File: src/rtl/rom_burst_buffer_pkg.sv
// Shared types and AXI encodings for the ROM burst buffer.
package rom_burst_buffer_pkg;
   typedef enum logic [1:0] {
      ST_IDLE = 2'd0,
      ST_ADDR = 2'd1,
      ST_FILL = 2'd2
   } state_t;

   localparam logic [1:0] BURST_INCR = 2'b01;
   localparam logic [2:0] SIZE_WORD  = 3'b010;
   localparam logic [1:0] RESP_OKAY  = 2'b00;
endpackage

File: src/rtl/rom_burst_buffer_line_store.sv
// Line data array: one synchronous write port, one asynchronous read port.
module line_store #(
   parameter int LINE_WORDS = 16,
   parameter int IDX_W      = $clog2(LINE_WORDS)
) (
   input  logic             clk,
   input  logic             i_we,
   input  logic [IDX_W-1:0] i_waddr,
   input  logic [31:0]      i_wdata,
   input  logic [IDX_W-1:0] i_raddr,
   output logic [31:0]      o_rdata
);
   logic [31:0] r_mem [LINE_WORDS];

   always_ff @(posedge clk) begin
      if (i_we) r_mem[i_waddr] <= i_wdata;
   end

   assign o_rdata = r_mem[i_raddr];
endmodule

File: src/rtl/rom_burst_buffer.sv
// rom_burst_buffer: one-line instruction buffer refilled by a single AXI INCR burst.
// Define ROM_BURST_EARLY_RESTART_EN to serve fetches from the line while it is filling.
module rom_burst_buffer
   import rom_burst_buffer_pkg::*;
#(
   parameter int LINE_WORDS = 16,
   parameter int ADDR_WIDTH = 32
) (
   input  logic                  clk,
   input  logic                  rst,
   input  logic                  rom_en,
   input  logic [ADDR_WIDTH-1:0] rom_addr,
   input  logic                  flush,
   output logic [31:0]           rom_read_data,
   output logic                  rom_ready,
   output logic                  bus_err,
   output logic                  arvalid,
   input  logic                  arready,
   output logic [ADDR_WIDTH-1:0] araddr,
   output logic [3:0]            arlen,
   output logic [2:0]            arsize,
   output logic [1:0]            arburst,
   input  logic                  rvalid,
   output logic                  rready,
   input  logic [31:0]           rdata,
   input  logic                  rlast,
   input  logic [1:0]            rresp
);
   localparam int W     = $clog2(LINE_WORDS);
   localparam int TAG_W = ADDR_WIDTH - W - 2;
   localparam logic [W-1:0] LAST_IDX = W'(LINE_WORDS - 1);

   state_t           r_state, w_state_nxt;
   logic             r_line_valid, r_fill_bad, r_drop_fill, r_bus_err;
   logic [TAG_W-1:0] r_line_tag, r_miss_tag;
   logic [W-1:0]     r_beat_cnt;

   logic [W-1:0]     w_offset;
   logic [TAG_W-1:0] w_tag;
   logic [31:0]      w_arr_data;
   logic             w_hit, w_beat, w_end, w_bad_now, w_er_arr, w_er_byp;
   logic             w_unused;

   assign w_offset = rom_addr[W+1:2];
   assign w_tag    = rom_addr[ADDR_WIDTH-1:W+2];
   assign w_unused = &{1'b0, rom_addr[1:0]};

   // The line is invalidated on leaving IDLE, so a plain hit only occurs in IDLE.
   assign w_hit  = rom_en && r_line_valid && (w_tag == r_line_tag);
   assign w_beat = (r_state == ST_FILL) && rvalid;
   assign w_end  = w_beat && rlast;

   // Overrun (a beat at the last index without rlast) is caught here too.
   assign w_bad_now = r_fill_bad || (rresp != RESP_OKAY) ||
                      (rlast && (r_beat_cnt != LAST_IDX)) ||
                      (!rlast && (r_beat_cnt == LAST_IDX));

`ifdef ROM_BURST_EARLY_RESTART_EN
   logic w_er_match;
   assign w_er_match = (r_state == ST_FILL) && rom_en && !r_drop_fill && (w_tag == r_miss_tag);
   assign w_er_arr   = w_er_match && (w_offset < r_beat_cnt);
   assign w_er_byp   = w_er_match && (w_offset == r_beat_cnt) && rvalid;
`else
   assign w_er_arr = 1'b0;
   assign w_er_byp = 1'b0;
`endif

   line_store #(.LINE_WORDS(LINE_WORDS), .IDX_W(W)) u_line (
      .clk     (clk),
      .i_we    (w_beat),
      .i_waddr (r_beat_cnt),
      .i_wdata (rdata),
      .i_raddr (w_offset),
      .o_rdata (w_arr_data)
   );

   always_comb begin
      rom_ready     = w_hit || w_er_arr || w_er_byp;
      rom_read_data = '0;
      if (w_er_byp)       rom_read_data = rdata;
      else if (rom_ready) rom_read_data = w_arr_data;
   end

   assign bus_err = r_bus_err;

   always_comb begin
      w_state_nxt = r_state;
      arvalid     = 1'b0;
      araddr      = '0;
      arlen       = '0;
      arsize      = '0;
      arburst     = '0;
      rready      = 1'b0;
      case (r_state)
         ST_IDLE: if (rom_en && !w_hit) w_state_nxt = ST_ADDR;
         ST_ADDR: begin
            arvalid = 1'b1;
            araddr  = {r_miss_tag, {(W+2){1'b0}}};
            arlen   = 4'(LINE_WORDS - 1);
            arsize  = SIZE_WORD;
            arburst = BURST_INCR;
            if (arready) w_state_nxt = ST_FILL;
         end
         ST_FILL: begin
            rready = 1'b1;
            if (w_end) w_state_nxt = ST_IDLE;
         end
         default: w_state_nxt = ST_IDLE;
      endcase
   end

   always_ff @(posedge clk) begin
      if (rst) begin
         r_state      <= ST_IDLE;
         r_line_valid <= 1'b0;
         r_line_tag   <= '0;
         r_miss_tag   <= '0;
         r_beat_cnt   <= '0;
         r_fill_bad   <= 1'b0;
         r_drop_fill  <= 1'b0;
         r_bus_err    <= 1'b0;
      end else begin
         r_state   <= w_state_nxt;
         r_bus_err <= 1'b0;
         case (r_state)
            ST_IDLE: begin
               if (rom_en && !w_hit) begin
                  r_miss_tag   <= w_tag;
                  r_line_valid <= 1'b0;
               end
               if (flush) r_line_valid <= 1'b0;
            end
            ST_ADDR: begin
               if (flush) r_line_valid <= 1'b0;
               if (arready) begin
                  r_beat_cnt <= '0;
                  r_fill_bad <= 1'b0;
               end
            end
            ST_FILL: begin
               // AXI cannot abort a burst: a flush here only marks it for discard.
               if (flush) begin
                  r_line_valid <= 1'b0;
                  r_drop_fill  <= 1'b1;
               end
               if (rvalid) begin
                  r_beat_cnt <= r_beat_cnt + W'(1);
                  r_fill_bad <= w_bad_now;
               end
               if (w_end) begin
                  r_drop_fill <= 1'b0;
                  if (!w_bad_now && !r_drop_fill && !flush) begin
                     r_line_valid <= 1'b1;
                     r_line_tag   <= r_miss_tag;
                  end else begin
                     r_line_valid <= 1'b0;
                     r_bus_err    <= w_bad_now;
                  end
               end
            end
            default: ;
         endcase
      end
   end
endmodule

File: config.mk
export PLATFORM = sky130hd
export DESIGN_NAME = rom_burst_buffer
export DESIGN_NICKNAME = d
export VERILOG_FILES = /design/src/rtl/rom_burst_buffer_pkg.sv /design/src/rtl/rom_burst_buffer_line_store.sv /design/src/rtl/rom_burst_buffer.sv
export SDC_FILE = /design/constraint.sdc
export NUM_CORES = 1
export LEC_CHECK = 0
export CAP_MARGIN = 10
export CORE_UTILIZATION = 50
export CTS_BUF_LIST = sky130_fd_sc_hd__clkbuf_8
export DETAILED_ROUTE_END_ITERATION = 12
export MAX_ROUTING_LAYER = met4
export PLACE_DENSITY = 0.71
export SYNTH_ARGS = -nofsm -noshare
export SYNTH_HDL_FRONTEND = slang
export SYNTH_SLANG_ARGS = --single-unit
File: constraint.sdc
create_clock -name clk -period 4 [get_ports clk]
set_clock_uncertainty 0.05 [all_clocks]
set_input_delay 0.4 -clock clk [delete_from_list [all_inputs] [get_ports clk]]
set_output_delay 0.4 -clock clk [all_outputs]
set_load 0.02 [all_outputs]
==> flow_summary_export.csv, run 1 <==
group,metric,value,unit
clock_network,path_clk_slew,0.06,ns
floorplanning,ioPinCount,150,
finish,drive_gt1_frac,0.2474,
logic_synthesis,synth_compound_area_frac,0.006119,
floorplanning,start_util,0.5075,
power,irDropWorstVdd,0.2478,mV
finish,fin_nets,1375,
finish,area_growth,17.90,%
clock_network,numCtsBuffers,88,
floorplanning,core_area,44320,um2
worst_setup_path,reg2reg_to,"r_line_tag[12]",
worst_setup_path,crit_fanout,38,
clock_network,cts_resized,0,
logic_synthesis,netlist_instances,1093,
sta,clock.fmax,0.2626,GHz
sta,fin_crit,3.808,ns
clock_network,cts_hold_buf,0,
clock_network,cts-root-buf,"clkbuf_8",
logic_synthesis,yosys.area_share.simple,0.03939,
worst_setup_path,crit_slowest_cell,"clkdlybuf4s50_1",
clock_network,tritoncts,"yes",
logic_synthesis,synth_cell_type_count,43,
logic_synthesis,yosysSeqAreaShare,0.7388,
clock_network,htreeDepth,3,
sta,relSlewSlack,0.3714,
logic_synthesis,synth-xor-area-share,0.01129,
worst_setup_path,r2r_start,"r_state[0]",
global_routing,grt_pass1_vias,11640,
clock_network,cts_setup_buffers,0,
sta,setup_violations,0,
logic_synthesis,synth_edf_count,512,
logic_synthesis,synth_seq_cells,574,
worst_setup_path,startpoint_type,"register",
logic_synthesis,syn_area,22490,um2
global_routing,grt_overflow_total,0,
logic_synthesis,synthFlopType,"edfxtp_1",
floorplanning,dieHeight,214.1,um
sta,period_share,0.9520,
global_routing,grt_pass1_wl,69780,um
global_routing,grtUsageTotal,0.2112,
sta,final_hold_viol_count,0,
worst_setup_path,worstSetupEndpointType,"output port",
logic_synthesis,synth_top_cell_by_area,"edfxtp_1",
logic_synthesis,synth_fa_ha_area_frac,0.003894,
floorplanning,die-width,214.1,um
placement,gp_congestion,0.7531,
logic_synthesis,synth.top_cell.area_share,0.6836,
route,drt_iter0_drc,774,
job,cap_violations,0,
route,drc_errors,0,
logic_synthesis,avgSynthCellArea,20.58,um2
floorplanning,die_area,45830,um2
logic_synthesis,synth_area_leaders,"edfxtp_1, mux4_2, dfxtp_1",
run_status,status,"finished clean",
worst_setup_path,worstPathRequired,3.55,ns
worst_setup_path,r2r_cells,8,
route,firstDrtPassIters,4,
finish,num-fill-cells,3226,
logic_synthesis,async_flop_share,0,
sta,setup_tns,0,ns
global_routing,grt_antenna_before_repair,1,
placement,io_buffer_count,138,
worst_setup_path,cp-endpoint,"rom_read_data[5]",
power,p_leak,8.764,nW
floorplanning,rows,77,
route,final_antenna_net_count,0,
power,p_total,11.97,mW
placement,dp_hpwl,25860,um
worst_setup_path,r2r_setup_slack,1.23,ns
logic_synthesis,synth_top_family_by_area,"multiplexers",
clock_network,worstSkewPairLatency,0.62,ns
clock_network,clk_path_buf_depth,3,
route,via_per_inst,5.574,
finish,layout_common_cells,"edfxtp_1, mux4_2, clkdlybuf4s50_1",
global_routing,grt_max_degree,44,
sta,tightest_slew,0.9430,ns
worst_setup_path,path_class,"register to output port",
sta,rsz0062_at_grt,"false",
sta,whs,0.1419,ns
finish,area.sequential,16620,um2
logic_synthesis,yosysWarnings,0,
sta,drv_slew,0,
route,drt_wl_total,45960,um
power,power.density,451.5,nW/um2
finish,multi_input_comb_area,5633,um2
worst_setup_path,arrival,3.36,ns
clock_network,cts.sinks,574,
route,via_count,10900,
route,wl_per_cell,23.51,um
worst_setup_path,crit_chain,"xor2_1 > nor4_1 > nand2_1 > or4_4 > buf_12 > nor2b_1 > clkdlybuf4s50_1",
worst_setup_path,max_stage_delay,0.66,ns
finish,layout_commonest_cell,"edfxtp_1",
worst_setup_path,startpoint,"r_line_tag[18]",
worst_hold_path,hold_path_class,"input pin to register",
logic_synthesis,synthMuxAreaShare,0.1834,
## logic make-up after synthesis
group	count (synthesis)
buf+inv	79
mux	212
xor+xnor	29
simple gates	174
compound gates	17
flops	574
other cells	1
fa+ha+maj	7
## final cells by class
class                           instances  share of cell area
Antenna cell                            1          0.00009437
Clock inverter                         63             0.01137
Sequential cell                       574              0.6266
Multi-Input combinational cell        448              0.2124
Clock buffer                           94             0.04879
Tap cell                              592             0.02793
Inverter                                7           0.0009909
Timing Repair Buffer                  176             0.07177
## report_power, final
part / internal, mW / total [mW] / switching, mW
sequential: 6.60 / 6.64 / 0.0383
combinational: 0.442 / 0.927 / 0.485
clock: 2.24 / 4.40 / 2.17
total: 9.28 / 12.0 / 2.69
## worst min path at each step
stage,startpoint,endpoint,cells past startpoint
6_report,rst,r_miss_tag[8],2
2_1_floorplan,r_miss_tag[25],r_miss_tag[25],2
5_1_grt,rst,r_miss_tag[8],2
3_5_place_dp,r_miss_tag[24],r_miss_tag[24],2
4_1_cts,rst,r_miss_tag[20],2
3_3_place_gp,r_miss_tag[20],r_line_tag[20],2
## synth_stat cells (all sizes together), types with 2 or more instances
cell type,number
a2111oi,2
a211oi,3
a21oi,2
a22oi,2
and2,27
and2b,3
buf,34
clkbuf,38
dfxtp,62
edfxtp,512
ha,7
inv,7
mux2i,52
mux4,160
nand2,10
nand2b,3
nand3,4
nand4,4
nor2,73
nor2b,31
nor3,10
nor4,2
or4,3
xnor2,16
xor2,13
## per-layer routing
layer	track usage	vias to the layer above	share of wire
met5	-	-	0
met4	0.06667	0	0.019
met2	0.3432	362	0.51
li1	-	4815	-
met3	0.03660	67	0.057
met1	0.2736	5654	0.42
## critical path, delay by kind of cell (launching register included)
family | cells | cell delay, ns
and+or+nand+nor | 4 | 1.40
DFF | 1 | 0.32
xor gates and xnor gates | 1 | 0.14
buffers and inverters | 2 | 0.86
## through the flow
step | instances | instance area [um2] | utilization | setup slack, ns
global placement | 1797 | 24920 | 0.5623 | 0.2558
CTS | 1954 | 26510 | 0.5983 | 0.1236
floorplan | 1101 | 22520 | - | 0.1441
global route | 1955 | 26520 | 0.5983 | 0.03432
finish | 1955 | 26520 | 0.5983 | 0.1922
detailed placement | 1797 | 24920 | 0.5623 | 0.2633
## flip-flops by register name, summed over array words and instances (netlist names)
signal        flops
bus_err           1
r_beat_cnt        4
r_drop_fill       1
r_fill_bad        1
r_line_tag       26
r_line_valid      1
r_miss_tag       26
r_state           2
u_line.r_mem    512
No activity file was read; power rests on OpenSTA's default activity.
==> run 2, diff against run 1 <==
Settings changed: CORE_UTILIZATION 50 to 56, PLACE_DENSITY 0.71 to 0.75.
Clock period 4 ns to 4.9 ns, I/O delays scaled along.
==> run 2 against run 1 <==
  * Wire length fell by 1.1%
  * Critical endpoint is now rom_read_data[1]
  * Cell area shrank 1.3%
  * Critical path depth is the same
  * Utilization is 6.2 points higher
==> flow_summary_export.csv, run 2 (synthesis gave the netlist of run 1 again) <==
group,metric,value,unit
sta,rsz0062_at_grt,"false",
power,p_total,9.684,mW
finish,fin_nets,1371,
sta,setup_tns,0,ns
global_routing,grtUsageTotal,0.2373,
clock_network,clk_path_buf_depth,3,
floorplanning,start_util,0.5674,
finish,largest_reg_flops,512,
route,wl_per_cell,24.01,um
worst_setup_path,reg2reg_to,"u_line.r_mem[12][3]",
floorplanning,ioPinCount,150,
sta,setup_violations,0,
worst_setup_path,r2r_start,"r_state[0]",
clock_network,numCtsBuffers,90,
worst_setup_path,arrival,3.40,ns
worst_setup_path,r2r_cells,6,
finish,reg_top3,"u_line.r_mem: 512 flops, r_line_tag: 26 flops, r_miss_tag: 26 flops",
power,power.density,369.9,nW/um2
finish,num-fill-cells,2602,
route,drt_wl_total,45460,um
worst_hold_path,hold_depth,2,
clock_network,cts.sinks,574,
clock_network,htreeDepth,3,
worst_hold_path,hold_path_end,"r_line_tag[0]",
finish,top_register,"u_line.r_mem",
worst_setup_path,worstSetupEndpointType,"output port",
global_routing,grt_pass1_wl,69150,um
floorplanning,die_area,40970,um2
worst_hold_path,hold_path_class,"input pin to register",
global_routing,grt_max_degree,50,
worst_setup_path,r2r_setup_slack,1.95,ns
global_routing,grt_pass1_vias,11720,
worst_setup_path,path_buf_inv,2,
route,via_count,10920,
route,drc_errors,0,
power,p_leak,8.670,nW
placement,gp_congestion,0.7624,
worst_setup_path,startpoint_type,"input pin",
finish,area_growth,16.41,%
clock_network,worstSkewPairLatency,0.63,ns
worst_setup_path,crit_chain,"clkdlybuf4s50_1 > xnor2_1 > nand4_1 > or3_1 > or4_4 > and2b_2 > clkdlybuf4s50_1",
worst_setup_path,startpoint,"rom_addr[6]",
route,via_per_inst,5.767,
finish,layout_commonest_cell,"edfxtp_1",
sta,fin_crit,3.940,ns
global_routing,grtUsageMet3,0.04902,
route,drt_iter0_drc,909,
placement,dp_hpwl,25600,um
worst_setup_path,critPathMostFrequentCell,"clkdlybuf4s50_1",
worst_hold_path,hold_start,"rst",
floorplanning,die-width,202.4,um
global_routing,grt_overflow_total,0,
clock_network,cts_hold_buf,0,
global_routing,use_met1,0.2986,
route,final_antenna_net_count,0,
global_routing,grt_antenna_before_repair,3,
clock_network,tritoncts,"yes",
power,irDropWorstVdd,0.2264,mV
global_routing,top_usage_layer,"met2",
sta,final_hold_viol_count,0,
run_status,status,"finished clean",
clock_network,cts_resized,0,
floorplanning,rows,73,
sta,period_share,0.8040,
worst_setup_path,worstPathRequired,4.36,ns
job,cap_violations,0,
finish,area.sequential,16620,um2
sta,relSlewSlack,0.2529,
clock_network,cts_setup_buffers,0,
route,firstDrtPassIters,5,
floorplanning,dieHeight,202.4,um
worst_setup_path,cp_top_family,"simple AND/OR/NAND/NOR gates",
worst_setup_path,crit_slowest_cell,"or4_4",
placement,io_buffer_count,138,
finish,drive_gt1_frac,0.2440,
clock_network,cts-root-buf,"clkbuf_8",
clock_network,path_clk_slew,0.06,ns
floorplanning,core_area,39640,um2
worst_setup_path,crit_fanout,38,
sta,clock.fmax,0.2538,GHz
finish,multi_input_comb_area,5633,um2
finish,layout_common_cells,"edfxtp_1, mux4_2, clkdlybuf4s50_1",
sta,drv_slew,0,
worst_setup_path,max_stage_delay,0.80,ns
sta,tightest_slew,1.121,ns
worst_setup_path,path_class,"input pin to output port",
global_routing,gr-usage-met2,0.3898,
## run 2: final cells by class
type,instances,area share
diodes,3,0.0002867
clock buffers,92,0.04836
clock inverters,74,0.01219
inverters,7,0.001004
multi-input cells,448,0.2151
flip-flops and latches,574,0.6346
well taps,525,0.02509
repair buffers,170,0.06332
## run 2: metal layers
| layer | routed length, um | vias up |
|---|---|---|
| met5 | 0 | - |
| met4 | 752 | 0 |
| met2 | 23780 | 385 |
| met3 | 2860 | 69 |
| li1 | - | 4807 |
| met1 | 18070 | 5656 |
## run 2: power by group
group | switching [mW] | internal (mW)
logic | 0.395 | 0.349
clock network | 1.76 | 1.75
registers | 0.0316 | 5.39
## run 2: per-stage QoR
step	std cells	hold slack, ns	utilization	worst slack, ns	area [um2]
4_1_cts	1890	0.1864	0.6603	0.9034	26180
2_1_floorplan	1101	0.4238	-	1.044	22520
3_5_place_dp	1724	0.4539	0.6203	0.9429	24590
3_3_place_gp	1724	0.4407	0.6203	0.9020	24590
6_report	1893	0.2367	0.6605	0.9604	26180
5_1_grt	1893	0.2236	0.6605	0.8241	26180
## run 2: worst max path at each step
| stage | to | slack [ns] | depth (start not counted) |
|---|---|---|---|
| 6_report | rom_read_data[1] | 0.96 | 7 |
| 5_1_grt | rom_read_data[1] | 0.82 | 6 |
| 4_1_cts | rom_read_data[0] | 0.90 | 6 |
| 3_5_place_dp | rom_read_data[0] | 0.94 | 7 |
| 3_3_place_gp | rom_read_data[31] | 0.90 | 7 |
| 2_1_floorplan | u_line.r_mem[0][0] | 1.04 | 5 |
==> run 3, diff against run 2 <==
Clock period 4.9 ns to 3.9 ns, I/O delays scaled along.
==> run 3 against run 2 <==
  * Combinational power grew 28%
  * Critical endpoint is now rom_read_data[31]
  * Total power grew 27%
  * Worst setup slack lost 0.87 ns
==> flow_summary_export.csv, run 3 (synthesis gave the netlist of run 1 again) <==
group,metric,value,unit
sta,period_share,0.9768,
finish,num-fill-cells,2602,
clock_network,htreeDepth,3,
route,drt_wl_total,47230,um
floorplanning,core_area,39640,um2
global_routing,grt_pass1_vias,11690,
clock_network,clk_path_buf_depth,3,
global_routing,grt_max_degree,60,
sta,tightest_slew,0.9599,ns
power,p_total,12.31,mW
finish,area_growth,17.34,%
sta,setup_violations,0,
worst_setup_path,startpoint_type,"register",
floorplanning,ioPinCount,150,
finish,fin_cells,1889,
finish,fin_nets,1374,
floorplanning,die_area,40970,um2
global_routing,grt_antenna_before_repair,4,
power,power_frac_seq,0.554,
placement,dp_hpwl,24660,um
worst_setup_path,worstPathRequired,3.46,ns
finish,largest_reg_flops,512,
finish,multi_input_comb_area,5649,um2
worst_setup_path,worstSetupEndpointType,"output port",
worst_setup_path,crit_fanout,19,
global_routing,grt_overflow_total,0,
clock_network,worstSkewPairLatency,0.63,ns
power,p_leak,8.783,nW
clock_network,cts-root-buf,"clkbuf_8",
floorplanning,rows,73,
floorplanning,dieHeight,202.4,um
clock_network,cts.sinks,574,
power,intPower,9.560,mW
finish,area.sequential,16620,um2
finish,drive_gt1_frac,0.2439,
placement,io_buffer_count,138,
clock_network,numCtsBuffers,89,
sta,drv_slew,0,
route,final_antenna_net_count,0,
job,cap_violations,0,
worst_setup_path,arrival,3.37,ns
worst_setup_path,crit_chain,"xnor2_1 > nand3_1 > or4_4 > or4_4 > buf_12 > and2b_2 > clkdlybuf4s50_1",
worst_setup_path,max_stage_delay,0.59,ns
finish,layout_commonest_cell,"edfxtp_1",
run_status,status,"finished clean",
worst_hold_path,hold_path_class,"input pin to register",
finish,top_register,"u_line.r_mem",
power,irDropWorstVdd,0.2708,mV
sta,clock.fmax,0.2625,GHz
power,pwr-share-clk,0.369,
clock_network,tritoncts,"yes",
route,via_per_inst,5.894,
route,drt_iter0_drc,977,
power,power.density,466.3,nW/um2
finish,reg_top3,"u_line.r_mem: 512 flops, r_line_tag: 26 flops, r_miss_tag: 26 flops",
clock_network,path_clk_slew,0.06,ns
route,via_count,11130,
power,comb_power_share,0.077,
power,swShare,0.2231,
power,p_sw,2.746,mW
worst_setup_path,crit_slowest_cell,"clkdlybuf4s50_1",
global_routing,grt_pass1_wl,69680,um
route,wl_per_cell,25.00,um
sta,fin_crit,3.810,ns
placement,numPlacedInstances,1723,
sta,final_hold_viol_count,0,
sta,whs,0.3476,ns
worst_setup_path,path_class,"register to output port",
floorplanning,start_util,0.5674,
placement,gp_congestion,0.7455,
finish,layout_common_cells,"edfxtp_1, mux4_2, clkdlybuf4s50_1",
floorplanning,die-width,202.4,um
route,firstDrtPassIters,7,
route,drc_errors,0,
worst_setup_path,critPathMostFrequentCell,"or4_4",
global_routing,grtUsageTotal,0.2401,
sta,relSlewSlack,0.3600,
## run 3: routing by layer
metal / vias to the layer above / GRT usage / share of wire
li1: 4813 / - / -
met1: 5830 / 0.3124 / 0.40
met2: 424 / 0.3847 / 0.51
met3: 67 / 0.04466 / 0.067
met4: 0 / 0.08190 / 0.019
met5: - / - / 0
## run 3: worst max-delay path, delay by kind of cell, from the launching register on
| kind | cells | cell delay (ns) |
|---|---|---|
| flip-flops | 1 | 0.32 |
| AND/OR/NAND/NOR | 4 | 1.46 |
| buffers and inverters | 2 | 0.78 |
| XOR/XNOR | 1 | 0.19 |
## run 3: final cells by class
| type | instances | share of cell area |
|---|---|---|
| sequential | 574 | 0.6296 |
| multi-input combinational | 449 | 0.2141 |
| timing repair buffer | 173 | 0.06917 |
| clock buffer | 93 | 0.04850 |
| tap | 525 | 0.02489 |
| clock inverter | 65 | 0.01252 |
| inverter | 7 | 0.0009956 |
| antenna | 3 | 0.0002845 |
## run 3: path summary, 6_finish.rpt
| check | from | end | slack (ns) | depth (start not counted) |
|---|---|---|---|---|
| min | arready | r_beat_cnt[3] | 0.35 | 2 |
| min reg2reg | r_miss_tag[9] | r_miss_tag[9] | 0.46 | 2 |
| max reg2reg | r_line_tag[23] | r_line_valid | 1.11 | 8 |
| max | r_line_tag[23] | rom_read_data[31] | 0.09 | 7 |
## run 3: metrics by stage
step / utilization / TNS (ns) / setup slack, ns / instance area [um2]
2_1_floorplan: - / 0 / 0.04408 / 22520
3_3_place_gp: 0.6230 / 0 / 0.1404 / 24690
3_5_place_dp: 0.6230 / 0 / 0.1293 / 24690
4_1_cts: 0.6638 / 0 / 0.004964 / 26320
5_1_grt: 0.6658 / -0.004306 / -0.004306 / 26390
6_report: 0.6658 / 0 / 0.09033 / 26390
## run 3: repair_timing
action                                  in CTS  in global routing
setup buffers                                0                  3
hold endpoints to repair                     2                  0
gates resized for setup                      0                  4
endpoints found under the setup margin       0                 21
hold buffers                                 1                  0
## run 3: power groups by stage
stage / Combinational [mW] / Clock (mW) / Sequential [mW]
after floorplan: 0.609 / 0 / 6.93
after global placement: 0.934 / 0 / 6.94
after detailed placement: 0.955 / 0 / 6.94
after CTS: 0.961 / 4.64 / 6.81
after global routing: 1.02 / 4.91 / 6.82
final: 0.950 / 4.54 / 6.82
